==> src/rtl/chan_mux_pkg.sv <==
// Shared definitions for the channel scan multiplexer: mode encodings and
// the select-width helper used to size channel indices.
package chan_mux_pkg;

    localparam logic MODE_MANUAL = 1'b0;
    localparam logic MODE_SCAN   = 1'b1;

    // A single channel still needs a one-bit index, hence the floor of 1.
    function automatic int selw_f(input int n);
        return (n <= 2) ? 1 : $clog2(n);
    endfunction

endpackage

==> src/rtl/scan_prescaler.sv <==
// Free-running scan prescaler: counts enabled cycles 0..SCAN_DIV-1 and flags
// the terminal count combinationally so the parent can step on that same edge.
module scan_prescaler #(
    parameter int SCAN_DIV = 50_000_000
) (
    input  logic CLOCK_50,
    input  logic Reset,
    input  logic en,
    input  logic clr,
    output logic tick
);

    localparam int CW = (SCAN_DIV <= 2) ? 1 : $clog2(SCAN_DIV);
    localparam logic [CW-1:0] LAST_CNT = CW'(SCAN_DIV - 1);

    logic [CW-1:0] cnt;

    assign tick = en && (cnt == LAST_CNT);

    // clr wins over en; with neither, the count is frozen in place.
    always_ff @(posedge CLOCK_50 or posedge Reset) begin
        if (Reset) begin
            cnt <= '0;
        end else if (clr) begin
            cnt <= '0;
        end else if (en) begin
            cnt <= (cnt == LAST_CNT) ? '0 : cnt + 1'b1;
        end
    end

endmodule

==> src/rtl/chan_scan_mux.sv <==
// Registered N-channel selector with out-of-range select protection,
// timed auto-scan across channels and a hold control that freezes the display.
module chan_scan_mux
    import chan_mux_pkg::*;
#(
    parameter  int WIDTH    = 2,
    parameter  int CHANNELS = 3,
    parameter  int SCAN_DIV = 50_000_000,
    localparam int SELW     = selw_f(CHANNELS)
) (
    input  logic                      CLOCK_50,
    input  logic                      Reset,
    input  logic [CHANNELS*WIDTH-1:0] data_in,
    input  logic [SELW-1:0]           sel,
    input  logic                      mode,
    input  logic                      hold,
    output logic [WIDTH-1:0]          data_out,
    output logic [SELW-1:0]           cur_chan,
    output logic                      sel_err,
    output logic                      tick
);

    localparam logic [SELW-1:0] LAST_CHAN = SELW'(CHANNELS - 1);
    localparam logic [SELW:0]   CHAN_LIM  = (SELW + 1)'(CHANNELS);

    logic             presc_en;
    logic             presc_clr;
    logic             step;
    logic [SELW-1:0]  next_chan;
    logic             sel_err_nxt;
    logic [WIDTH-1:0] chan_data [CHANNELS];

    for (genvar c = 0; c < CHANNELS; c++) begin : g_slice
        assign chan_data[c] = data_in[c*WIDTH +: WIDTH];
    end

    assign presc_en  = (mode == MODE_SCAN) && !hold;
    assign presc_clr = (mode == MODE_MANUAL);

    scan_prescaler #(
        .SCAN_DIV (SCAN_DIV)
    ) u_prescaler (
        .CLOCK_50 (CLOCK_50),
        .Reset    (Reset),
        .en       (presc_en),
        .clr      (presc_clr),
        .tick     (step)
    );

    // Wrap compares against the last channel explicitly so non-power-of-two
    // channel counts never index past the final slice.
    always_comb begin
        next_chan   = cur_chan;
        sel_err_nxt = sel_err;
        if (!hold) begin
            if (mode == MODE_SCAN) begin
                sel_err_nxt = 1'b0;
                if (step) begin
                    next_chan = (cur_chan == LAST_CHAN) ? '0 : cur_chan + 1'b1;
                end
            end else if ({1'b0, sel} < CHAN_LIM) begin
                next_chan   = sel;
                sel_err_nxt = 1'b0;
            end else begin
                sel_err_nxt = 1'b1;
            end
        end
    end

    // data_out and cur_chan always load from the same next_chan so they agree.
    always_ff @(posedge CLOCK_50 or posedge Reset) begin
        if (Reset) begin
            data_out <= '0;
            cur_chan <= '0;
            sel_err  <= 1'b0;
            tick     <= 1'b0;
        end else begin
            tick <= step;
            if (!hold) begin
                cur_chan <= next_chan;
                data_out <= chan_data[next_chan];
                sel_err  <= sel_err_nxt;
            end
        end
    end

endmodule

==> config.mk <==
export PLATFORM = sky130hd
export DESIGN_NAME = chan_scan_mux
export DESIGN_NICKNAME = d
export VERILOG_FILES = /design/src/rtl/chan_mux_pkg.sv /design/src/rtl/scan_prescaler.sv /design/src/rtl/chan_scan_mux.sv
export SDC_FILE = /design/constraint.sdc
export NUM_CORES = 1
export LEC_CHECK = 0
export BUFFER_PORTS_ARGS = -buffer_cell sky130_fd_sc_hd__clkbuf_2
export CORE_ASPECT_RATIO = 1.1
export CORE_MARGIN = 2
export CORE_UTILIZATION = 36
export DETAILED_ROUTE_END_ITERATION = 10
export GPL_TIMING_DRIVEN = 0
export PLACE_DENSITY = 0.63
export RECOVER_POWER = 50
export SLEW_MARGIN = 20
export SYNTH_ARGS = -nofsm -noshare
export SYNTH_HDL_FRONTEND = slang
export SYNTH_SLANG_ARGS = --single-unit
==> constraint.sdc <==
create_clock -name CLOCK_50 -period 6.49 [get_ports CLOCK_50]
set_input_delay 1.298 -clock CLOCK_50 [delete_from_list [all_inputs] [get_ports CLOCK_50]]
set_output_delay 1.298 -clock CLOCK_50 [all_outputs]
set_load 0.1 [all_outputs]
==> results.md <==
* Required time of the critical path at 6.68 ns
* Kind of launch point of the worst setup path: input port
* Commonest cells in the synthesized netlist: o21ai_0, dfrtp_1, nand2_1, nand3_1, o31ai_1
* Area of the mapped netlist at 1840 µm²
* Transition time of the tightest slew-check pin at 1.22 ns
* Core box area at 4970 µm²
* DRT antenna net count at 0
* MaxCap Viol Count at 0
* Top post-synthesis cells by area: dfrtp_1, o21ai_0, nand2_1, nand3_1, o31ai_1
* Number of global-route vias before repair at 1562
* Count of unresolved DRC violations after routing at 0
* Gates resized, CTS repair at 0
* Net total in the final layout at 245
* Number of antenna violations at the first check in global routing at 0
* Peak VDD IR at 0.000132 V
* Boundary Pins at 18
* Number of buffers on the longest clock path at 2
* Root Driver: clkbuf_8
* Main flop type after synthesis: dfrtp_1
* Count of synthesis-stage warnings from yosys at 0
* First-pass DRT Iterations at 4
* Vert. Die Dim at 78.9 µm
* Count of final max-slew check failures at 0
* Post-route clock period utilization at 41.1%
* Starting density of the core at 37.0%
* Maximum number of pins on one net before global-route repair at 33
* TritonCTS Sinks at 32
* Clock buffers created by TritonCTS at 5
* Startpoint of the worst-slack reg-to-reg timing path: u_prescaler.cnt[7]$_DFFE_PP0P_
* Total design power at 0.470 mW
* Setup Viol. Count Final at 0
* Pwr Density at 225 nW/µm²
* Reg2Reg Capture Point: u_prescaler.cnt[3]$_DFFE_PP0P_
* Die ar. at 5690 µm²
* Number of buffers inserted by post-CTS setup repair at 0
* Setup_tns at 0 ns
* Reg clk slew, reported paths at 0.07 ns
* #FFs+latches synth at 32
* Most area-hungry cell type in the Yosys netlist: dfrtp_1
* Routability Congestion at 0.800
* Origin of the worst setup path: mode
* Fmax at 375 MHz
* Minimum setup slack among reg-to-reg paths at 4.10 ns
* Area share of the largest cell type after synthesis at 43.6%
* Synthesized netlist net count at 222
* Type of destination of the critical path: flip-flop
* Wire length after detailed routing at 4310 µm
* Unrepaired setup endpoints after global routing: false
* Number of levels in the clock H-tree at 2
* Post-Synthesis Mean Instance Area at 8.78 µm²
* Worst hold path class: reg -> reg
* WHS Path Cells at 1
* Cell leakage power at 0.858 nW
* Headroom to the max-slew limit at 18.5%
* DR vias/cell at 5.48
* Fin. Hold Viols at 0
* Clock latency reported for the late side of the worst-skew pair at 0.29 ns
* Post-Route Skew at 0.00555 ns
* Detailed Route Iter0 Violations at 74
* Clock period minus final worst setup slack at 2.67 ns
* # rows at 27
* Relative area change from synthesis to final layout at 13.9%
* Critical setup path kind: in -> reg
* Cts hold-fix bufs at 0
* Unique masters post-synth at 40
* Die W at 72.1 µm
* Hpwl dp at 2950 µm
* Cell with the most instances after synthesis: o21ai_0
* Proportion of layout cells with a drive suffix above 1 at 14.7%
* Number of enable-type register cells in the synthesized netlist at 0
* Fraction of the yosys area taken by sequential cells at 43.6%
* Top fanout value on the critical path at 10
* Worst path arrival time at 2.86 ns
* Result of the run: finished, final reports clean
* Tot GR Track Use at 16.8%
* FF-to-FF path depth at 6
* Layout filler cell count at 497
* Total vias in the final route at 1589
* CTS tree: built
* Per-cell routed wire length at 14.9 µm
* Final Cell Area at 2090 µm²
* Post-synthesis cell count at 209
* Sum of overflow across all layers after global routing at 0
* Diodes inserted at 0
* Count of input and output buffers at 16
* Share of synthesized registers carrying an async set or reset at 100%
* Placement Cell Area at 1990 µm²
* Termination of the worst setup path: u_prescaler.cnt[20]$_DFFE_PP0P_
* Wire length of the first global-routing pass at 7510 µm
## worst max-delay path, cell delays in order
cell,delay [ns]
clkbuf_2,0.11
clkbuf_1,0.31
and2_1,0.18
clkbuf_1,0.26
clkbuf_1,0.43
o21ai_0,0.17
o31ai_1,0.09
## sequential cells by signal, summed over array words and instances, names as in the netlist, named ones only
name and flops:
u_prescaler.cnt 26, tick 1, data_out 2, cur_chan 1
sel_err 1
## per-stage QoR
stage,setup WS [ns],hold slack [ns],utilization (%),cells
CTS,3.81,0.482,42.1,290
global placement,3.53,0.461,40.0,283
detailed placement,3.52,0.468,40.2,283
finish,3.82,0.486,42.1,290
global route,3.63,0.513,42.1,290
floorplan,3.97,0.436,-,209
## report_power, final
| part | switching, mW | internal [mW] | total [mW] | leakage, nW |
|---|---|---|---|---|
| Clock | 0.0745 | 0.0944 | 0.169 | 0.0503 |
| Combinational | 0.0686 | 0.0195 | 0.0882 | 0.370 |
| Sequential | 0.00688 | 0.206 | 0.213 | 0.438 |
## placed cells by master (no fill, tap or decap), types with 3 or more instances in the layout
cell type / netlist / final
a21oi_1: 4 / 4
a31oi_1: 4 / 4
and2_1: 5 / 3
clkbuf_1: 8 / 8
clkbuf_2: 0 / 16
clkbuf_8: 0 / 7
dfrtp_1: 32 / 32
inv_1: 6 / 6
nand2_1: 31 / 31
nand3_1: 15 / 15
nand4_1: 5 / 5
nor2_1: 8 / 8
nor2b_1: 8 / 8
o21ai_0: 37 / 37
o31ai_1: 10 / 10
xor2_1: 4 / 4
## how the worst min path moves through the flow
stage,end,from,slack (ns)
4_1_cts,u_prescaler.cnt[25]$_DFFE_PP0P_,u_prescaler.cnt[25]$_DFFE_PP0P_,0.48
5_1_grt,u_prescaler.cnt[25]$_DFFE_PP0P_,u_prescaler.cnt[25]$_DFFE_PP0P_,0.51
3_3_place_gp,u_prescaler.cnt[25]$_DFFE_PP0P_,u_prescaler.cnt[25]$_DFFE_PP0P_,0.46
3_5_place_dp,u_prescaler.cnt[25]$_DFFE_PP0P_,u_prescaler.cnt[25]$_DFFE_PP0P_,0.47
2_1_floorplan,u_prescaler.cnt[25]$_DFFE_PP0P_,u_prescaler.cnt[25]$_DFFE_PP0P_,0.44
6_report,u_prescaler.cnt[25]$_DFFE_PP0P_,u_prescaler.cnt[25]$_DFFE_PP0P_,0.49
## layer usage
layer	wire [µm]	global-route usage [%]	vias to the layer above
met3	252	4.70	8
li1	-	-	804
met4	57	6.23	0
met5	0	0	-
met2	1990	26.1	43
met1	2010	22.3	734
## layout make-up
type / instances / area [µm²] / share of cell area (%)
inverter: 6 / 22.5 / 1.08
buffer: 9 / 35.0 / 1.68
sequential: 32 / 801 / 38.3
timing repair buffer: 16 / 80.1 / 3.83
tap: 58 / 72.6 / 3.47
multi-input combinational: 162 / 983 / 47.0
clock buffer: 7 / 96.3 / 4.61
## kinds of logic (layout without fill, tap and decap cells)
family / count (synthesis) / count (layout) / share of synthesized area, %
simple gates: 91 / 91 / 27.8
compound gates: 61 / 61 / 19.6
flops: 32 / 32 / 43.6
buf+inv: 15 / 38 / 3.14
xor+xnor: 6 / 6 / 2.86
mux: 3 / 3 / 2.32
fa+ha+maj: 1 / 1 / 0.682
No activity file was read; power rests on OpenSTA's default activity.
